$ cat src/rtl/seg7_scan_driver.sv
// Multiplexed 4-digit common-anode 7-segment driver with a per-slot ghosting blank and
// frame-boundary double buffering. Optional brightness PWM: define SEG7_BRIGHTNESS_EN.
module seg7_scan_driver #(
    parameter int CLK_FREQ     = 10_000_000,
    parameter int REFRESH_HZ   = 1000,
    parameter int BLANK_CYCLES = 16
) (
    input  logic        clk,
    input  logic        rst,
    input  logic [15:0] value_i,
    input  logic [3:0]  en_i,
    input  logic [3:0]  dp_i,
    input  logic        load_i,
`ifdef SEG7_BRIGHTNESS_EN
    input  logic [3:0]  bright_i,
`endif
    output logic        pending_o,
    output logic        frame_o,
    output logic [6:0]  seg_o,
    output logic [3:0]  an_o,
    output logic        dp_o
);

    localparam int DWELL = CLK_FREQ / (4 * REFRESH_HZ);
    localparam int CW    = (DWELL > 1) ? $clog2(DWELL) : 1;
    localparam logic [CW-1:0] CNT_LAST = CW'(DWELL - 1);
    localparam logic [CW-1:0] BLANK_C  = CW'(BLANK_CYCLES);

    generate
        if (DWELL <= BLANK_CYCLES) begin : g_bad_dwell
            $error("seg7_scan_driver: DWELL (%0d) must exceed BLANK_CYCLES (%0d)", DWELL, BLANK_CYCLES);
        end
    endgenerate

    logic [CW-1:0] cnt_q, cnt_d;
    logic [1:0]    dig_q, dig_d;
    logic [15:0]   pval_q, pval_d, aval_q, aval_d;
    logic [3:0]    pen_q, pen_d, aen_q, aen_d;
    logic [3:0]    pdp_q, pdp_d, adp_q, adp_d;
    logic          pend_q, pend_d;
    logic          frame_q, frame_d;
    logic [6:0]    seg_q, seg_d;
    logic [3:0]    an_q, an_d;
    logic          dp_q, dp_d;
`ifdef SEG7_BRIGHTNESS_EN
    logic [3:0]    pbr_q, pbr_d, abr_q, abr_d;
    logic [CW+3:0] drive_off;
`endif

    logic       wrap;
    logic       frame_edge;
    logic       drive;
    logic [3:0] nibble;
    logic [3:0] dig_sel;

    genvar gi;
    generate
        for (gi = 0; gi < 4; gi++) begin : g_sel
            assign dig_sel[gi] = (dig_q == 2'(gi));
        end
    endgenerate

    function automatic logic [6:0] hex7(input logic [3:0] h);
        case (h)
            4'h0: hex7 = 7'b1000000;
            4'h1: hex7 = 7'b1111001;
            4'h2: hex7 = 7'b0100100;
            4'h3: hex7 = 7'b0110000;
            4'h4: hex7 = 7'b0011001;
            4'h5: hex7 = 7'b0010010;
            4'h6: hex7 = 7'b0000010;
            4'h7: hex7 = 7'b1111000;
            4'h8: hex7 = 7'b0000000;
            4'h9: hex7 = 7'b0010000;
            4'hA: hex7 = 7'b0001000;
            4'hB: hex7 = 7'b0000011;
            4'hC: hex7 = 7'b1000110;
            4'hD: hex7 = 7'b0100001;
            4'hE: hex7 = 7'b0000110;
            default: hex7 = 7'b0001110;
        endcase
    endfunction

    always_comb begin
        wrap       = (cnt_q == CNT_LAST);
        frame_edge = wrap && (dig_q == 2'd3);
        cnt_d      = wrap ? '0 : cnt_q + 1'b1;
        dig_d      = wrap ? dig_q + 2'd1 : dig_q;
        frame_d    = frame_edge;

        pval_d = pval_q;
        pen_d  = pen_q;
        pdp_d  = pdp_q;
        pend_d = pend_q;
        aval_d = aval_q;
        aen_d  = aen_q;
        adp_d  = adp_q;
`ifdef SEG7_BRIGHTNESS_EN
        pbr_d  = pbr_q;
        abr_d  = abr_q;
`endif
        // Commit reads the pre-cycle pending copy; a same-cycle load then refills pending.
        if (frame_edge && pend_q) begin
            aval_d = pval_q;
            aen_d  = pen_q;
            adp_d  = pdp_q;
`ifdef SEG7_BRIGHTNESS_EN
            abr_d  = pbr_q;
`endif
            pend_d = 1'b0;
        end
        if (load_i) begin
            pval_d = value_i;
            pen_d  = en_i;
            pdp_d  = dp_i;
`ifdef SEG7_BRIGHTNESS_EN
            pbr_d  = bright_i;
`endif
            pend_d = 1'b1;
        end

        nibble = aval_q[{dig_q, 2'b00} +: 4];
        drive  = (cnt_q >= BLANK_C) && aen_q[dig_q];
`ifdef SEG7_BRIGHTNESS_EN
        drive_off = {4'b0000, cnt_q} - (CW+4)'(BLANK_CYCLES);
        drive     = drive && (drive_off[3:0] <= abr_q);
`endif
        an_d  = drive ? ~dig_sel : 4'b1111;
        seg_d = drive ? hex7(nibble) : 7'b1111111;
        dp_d  = drive ? ~adp_q[dig_q] : 1'b1;
    end

    always_ff @(posedge clk) begin
        if (rst) begin
            cnt_q   <= '0;
            dig_q   <= 2'd0;
            pval_q  <= 16'h0000;
            pen_q   <= 4'h0;
            pdp_q   <= 4'h0;
            pend_q  <= 1'b0;
            aval_q  <= 16'h0000;
            aen_q   <= 4'h0;
            adp_q   <= 4'h0;
            frame_q <= 1'b0;
            seg_q   <= 7'b1111111;
            an_q    <= 4'b1111;
            dp_q    <= 1'b1;
`ifdef SEG7_BRIGHTNESS_EN
            pbr_q   <= 4'hF;
            abr_q   <= 4'hF;
`endif
        end else begin
            cnt_q   <= cnt_d;
            dig_q   <= dig_d;
            pval_q  <= pval_d;
            pen_q   <= pen_d;
            pdp_q   <= pdp_d;
            pend_q  <= pend_d;
            aval_q  <= aval_d;
            aen_q   <= aen_d;
            adp_q   <= adp_d;
            frame_q <= frame_d;
            seg_q   <= seg_d;
            an_q    <= an_d;
            dp_q    <= dp_d;
`ifdef SEG7_BRIGHTNESS_EN
            pbr_q   <= pbr_d;
            abr_q   <= abr_d;
`endif
        end
    end

    assign pending_o = pend_q;
    assign frame_o   = frame_q;
    assign seg_o     = seg_q;
    assign an_o      = an_q;
    assign dp_o      = dp_q;

endmodule

$ cat config.mk
export PLATFORM = sky130hd
export DESIGN_NAME = seg7_scan_driver
export DESIGN_NICKNAME = d
export VERILOG_FILES = /design/src/rtl/seg7_scan_driver.sv
export SDC_FILE = /design/constraint.sdc
export NUM_CORES = 1
export LEC_CHECK = 0
export CAP_MARGIN = 20
export CORE_MARGIN = 2
export CORE_UTILIZATION = 39
export DETAILED_ROUTE_END_ITERATION = 10
export PLACE_DENSITY = 0.65
export SYNTH_ARGS = -nofsm -noshare
export SYNTH_HDL_FRONTEND = slang
export SYNTH_SLANG_ARGS = --single-unit
$ cat constraint.sdc
create_clock -name clk -period 2.05 [get_ports clk]
set_input_delay 0.3075 -clock clk [delete_from_list [all_inputs] [get_ports clk]]
set_output_delay 0.3075 -clock clk [all_outputs]
set_load 0.005 [all_outputs]
=== After elaboration in Yosys (flattened, before gate mapping) ===
Memories as Yosys holds them, arrays and structs flattened. A register that Yosys moved wholly into a read port is not among the register bits.
Cells that the tools add are included.

* Memories: 1
* Memory bits (read-only): 112
* Input port bits: 27
* Output and inout port bits: 14
* Register bits: 69
* Logic and storage cells: 38

* Add/sub/neg operators: 2
* Eq/ne operators: 4
* Shifts and indexed selects: 1
* Multiplexer cells: 6
* Bitwise operators: 3
* Reductions and logical operators: 7
* Order comparisons: 2

{| class="wikitable"
|+ Memories
! name !! words !! width !! read ports !! clocked after memory_dff !! write ports !! RTL line !! RTL
|-
| (name not given) || 16 || 7 || 1 || 1 || 0 || 64 || <nowiki>case (h)</nowiki>
|}

{| class="wikitable"
|+ Operators by type and width
! cell !! count
|-
| $shiftx A16 B5 Y4 || 1
|-
| $add A12 B1 Y12 const B || 1
|-
| $eq A12 B12 Y1 const B || 1
|-
| $ge A12 B5 Y1 const B || 1
|-
| $bmux W1 S2 || 2
|-
| $eq A2 B2 Y1 const B || 2
|-
| $mux W1 || 4
|-
| $not A4 Y4 || 1
|-
| $reduce_or A2 Y1 || 2
|-
| $logic_and A1 B1 Y1 || 3
|-
| $lt A2 B3 Y1 const B || 1
|-
| $add A2 B1 Y2 const B || 1
|-
| $eq A2 B1 Y1 const B || 1
|-
| $logic_not A2 Y1 || 1
|-
| $not A1 Y1 || 2
|-
| $reduce_bool A2 Y1 || 1
|}

=== Longest topological paths before layout ===
* Depth in word-level cells: 5
* Depth in mapped cells: 7
* Mapped depth without buffers: 6

=== Least setup slack after synthesis ===
OpenSTA, ideal clock, no wires.

* Kind: reg-to-reg
* Start point: register cnt_q[0]
* End point: register adp_q[1]
* Cell stages (with the launch flop): 7
* Setup slack: -0.004 ns
* Path buffers: 1
* Period minus slack after synthesis: 2.054 ns
* Library setup time: 0.128 ns
* Arrival: 1.927 ns
* Data required time: 1.922 ns
* Path through: dfxtp_1 > ha_1 > or3b_2 > nor4_4 > buf_6 > mux2i_1 > nor2_1

* Cells in the longest elaborated chain, start to end: 3

{| class="wikitable"
|+ RTL lines
! item !! RTL line !! RTL
|-
| start, declared || 35 || <nowiki>logic [CW-1:0] cnt_q, cnt_d;</nowiki>
|-
| start signal, assigned || 153 || <nowiki>cnt_q <= cnt_d;</nowiki>
|-
| $eq A12 B12 Y1 || 85 || <nowiki>wrap = (cnt_q == CNT_LAST);</nowiki>
|-
| $logic_and A1 B1 Y1 || 86 || <nowiki>frame_edge = wrap && (dig_q == 2'd3);</nowiki>
|-
| $logic_and A1 B1 Y1 || 103 || <nowiki>if (frame_edge && pend_q) begin</nowiki>
|-
| end signal, assigned || 161 || <nowiki>adp_q <= adp_d;</nowiki>
|-
| end, declared || 39 || <nowiki>logic [3:0] pdp_q, pdp_d, adp_q, adp_d;</nowiki>
|}

Every way passes these cells.
A chain may end at the register's enable or synchronous reset.

=== Worst setup path after layout ===
* Start point: register dig_q[0]
* End point: register aval_q[8]

* Cells in the longest elaborated chain, start to end: 3

{| class="wikitable"
|+ RTL lines
! item !! RTL line !! RTL
|-
| start, declared || 36 || <nowiki>logic [1:0] dig_q, dig_d;</nowiki>
|-
| start signal, assigned || 154 || <nowiki>dig_q <= dig_d;</nowiki>
|-
| $eq A2 B2 Y1 || 86 ||
|-
| $logic_and A1 B1 Y1 || 86 ||
|-
| $logic_and A1 B1 Y1 || 103 ||
|-
| end signal, assigned || 159 || <nowiki>aval_q <= aval_d;</nowiki>
|-
| end, declared || 37 || <nowiki>logic [15:0] pval_q, pval_d, aval_q, aval_d;</nowiki>
|}

Every way passes these cells.

==> flow_summary_export.csv <==
group,metric,value,unit
routing,drt_pass1_iterations,4,
floorplan,die_w,94.2,um
worst_setup_path,crit_fanout,12,
timing,hold_viol,0,
clock_network,cts_buffers,9,
floorplan,design.core.area,7810,um2
power_and_ir_drop,p_leak,1.48,nW
placed_design,gp_congestion,0.788,
grt,met3_usage,2.65,%
floorplan,start_util,40.6,%
power_and_ir_drop,p_total,2.70,mW
worst_setup_path,path_cells,"buf_6 -> ha_2 -> nand2_1 -> nor4_4 -> buf_4 -> clkbuf_16 -> mux2i_1 -> nor2_1",
power_and_ir_drop,power_frac_seq,56.7,%
final_layout,diodes,0,
worst_setup_path,crit_arrival,2140,ps
timing,fin_crit_sh,93.5,%
worst_setup_path,critPathCaptureType,"register",
logic_synthesis,seq_area_frac_synth,47.9,%
logic_synthesis,synth_area_per_cell,10.2,um2
timing,report.final.slew_viol_count,0,
logic_synthesis,synth_edf_count,0,
routing,viasPerCell,4.77,
power_and_ir_drop,p_per_area,687,nW/um2
outcome,status,"complete, no violations",
clock_network,root_buffer,"clkbuf_8",
grt,grt-ovfl-total,0,
final_layout,fin_util,50.3,%
grt,use_met1,19.3,%
grt,grt_antenna_before_repair,0,
floorplan,dieArea,8870,um2
logic_synthesis,synth.top_cells.by_count,"dfxtp_1, nor2_1, mux2i_1, nand2_1, clkbuf_1",
logic_synthesis,syn_area,3170,um2
logic_synthesis,synth_flop_cell,"dfxtp_1",
logic_synthesis,syn_nets,350,
worst_setup_path,crit_type,"register to register",
clock_network,cts_max_level,3,
placed_design,portBuffers,40,
worst_setup_path,r2r_setup_slack,130,ps
power_and_ir_drop,p_int,2.08,mW
routing,drtAntennaViolNets,0,
clock_network,clk_pin_slew,80,ps
placed_design,dp_hpwl,4100,um
timing,period_needed,1920,ps
clock_network,cts_tree,"yes",
logic_synthesis,synth_area_leaders,"dfxtp_1, mux2i_1, nor2_1",
worst_setup_path,worst_path_max_delay_cell,"dfxtp_1",
timing,fmax,522,MHz
logic_synthesis,synthArstFlopShare,0,%
power_and_ir_drop,pwr-share-clk,37.8,%
worst_setup_path,max_stage_delay,410,ps
job,max-cap-violations,0,
hold_path,hold_path.class,"input pin to register",
routing,wl_per_cell,12.9,um
clock_network,numClockSinks,76,
worst_setup_path,start_kind,"register",
power_and_ir_drop,switching_share,23.0,%
logic_synthesis,yosysMostFrequentCell,"dfxtp_1",
timing,setup_violations,0,
power_and_ir_drop,ir_worst_vdd,0.302,mV
logic_synthesis,synth.distinct_cells,33,
timing,relSlewSlack,73.4,%
grt,use_met2,22.9,%
grt,grtUsageTotal,14.7,%
final_layout,num-nets-final,395,
logic_synthesis,synth_top_cell_by_area,"dfxtp_1",
floorplan,die_h,94.2,um
grt,grt_max_degree,34,
logic_synthesis,synthCells,311,
power_and_ir_drop,netSwitchingPower,0.622,mW
routing,drt_iter0_markers,94,
timing,tns,0,ps
floorplan,rows,32,
clock_network,cts_buffer_depth,2,
timing,fin_skew,11.0,ps
timing,rsz0062_at_grt,"no",
grt,grt_pass1_wl,10100,um
logic_synthesis,ys_ff_latch,76,
logic_synthesis,synth_top_area_share,47.9,%
floorplan,io_pins,41,
routing,vias,2207,
grt,top_usage_layer,"met2",
grt,first_global_vias,2158,
routing,drc,0,
timing,worst_pin_slew,400,ps
clock_network,insertion_delay,340,ps
final_layout,synthToLayoutAreaGrowth,23.9,%
worst_setup_path,worstPathRequired,2270,ps
final_layout,drive_gt1_share,11.6,%
power_and_ir_drop,comb_power_share,5.5,%
routing,wl,5970,um
logic_synthesis,ys_warn_count,0,
-- critical path: cells and delay by family, from the launching register on --
kind	cells	cell delay, ps
flops	1	410
mux	1	200
buf+inv	3	560
fa+ha+maj	1	210
simple gates	3	420
-- state kept, by name (all words and copies together) (netlist names) --
| signal | flops |
|---|---|
| seg_o | 7 |
| aen_q | 4 |
| an_o | 4 |
| cnt_q | 12 |
| pdp_q | 4 |
| dig_q | 2 |
| pval_q | 16 |
| pending_o | 1 |
| aval_q | 16 |
| adp_q | 4 |
| pen_q | 4 |
| frame_o | 1 |
| dp_o | 1 |
-- routing by layer --
| metal | wire (um) | vias to the layer above |
|---|---|---|
| met2 | 2630 | 35 |
| li1 | - | 1144 |
| met1 | 3060 | 1019 |
| met5 | 0 | - |
| met4 | 144 | 0 |
| met3 | 135 | 9 |
-- cells by family (layout without fill, tap and decap cells) --
group,after synthesis,in the layout,synth area share (%)
simple gates,110,110,15.7
flops,76,76,47.9
mux,57,57,20.8
buf+inv,27,77,3.75
compound gates,15,15,3.19
xor+xnor,14,14,3.86
fa+ha+maj,12,12,4.73
-- worst paths after layout --
path	from	to	depth (start not counted)
worst max-delay path	dig_q[0]	aval_q[8]	8
worst min-delay path	rst	aval_q[6]	2
worst max register to register	dig_q[0]	aval_q[8]	8
worst min register to register	cnt_q[0]	cnt_q[0]	1
-- final cells by class --
type	count	area, um2
timing repair buffer	51	524
sequential	76	1520
tap	102	128
fill	726	3880
inverter	10	37.5
clock inverter	4	33.8
multi-input combinational	208	1540
clock buffer	12	145
-- power by group through the flow --
stage	logic (mW)	registers [mW]	clock network (mW)
final	0.149	1.53	1.02
after detailed placement	0.151	1.57	0
after floorplan	0.0825	1.56	0
after global routing	0.163	1.54	1.12
after global placement	0.148	1.57	0
after CTS	0.151	1.53	1.05
-- what timing repair did --
| action | CTS | global route |
|---|---|---|
| resized for setup | 0 | 2 |
| endpoints found under the setup margin | 0 | 24 |
| hold endpoints to repair | 0 | 0 |
| hold buffers | 0 | 0 |
| setup buffers | 0 | 1 |
-- cells in the final DEF (no fill, tap or decap), types with 3 or more instances in the layout --
| master | n |
|---|---|
| a21oi_1 | 3 |
| buf_4 | 7 |
| clkbuf_8 | 10 |
| clkdlybuf4s50_1 | 39 |
| dfxtp_1 | 76 |
| ha_1 | 10 |
| inv_1 | 10 |
| mux2i_1 | 49 |
| mux4_2 | 7 |
| nand2_1 | 15 |
| nand2b_1 | 3 |
| nand3_1 | 6 |
| nor2_1 | 67 |
| nor3_1 | 4 |
| nor3b_1 | 3 |
| o211ai_1 | 4 |
| o21ai_0 | 3 |
| xnor2_1 | 8 |
| xor2_1 | 6 |
-- metrics by stage --
stage,std cells,instance area (um2),worst slack [ps],hold WS [ps]
final,463,3930,133,369
after floorplan,311,3180,36.8,432
after global placement,445,3710,135,446
after global routing,463,3930,5.88,385
after detailed placement,445,3710,80.4,462
after CTS,461,3890,70.8,366
(Power assumes the default switching activity.)
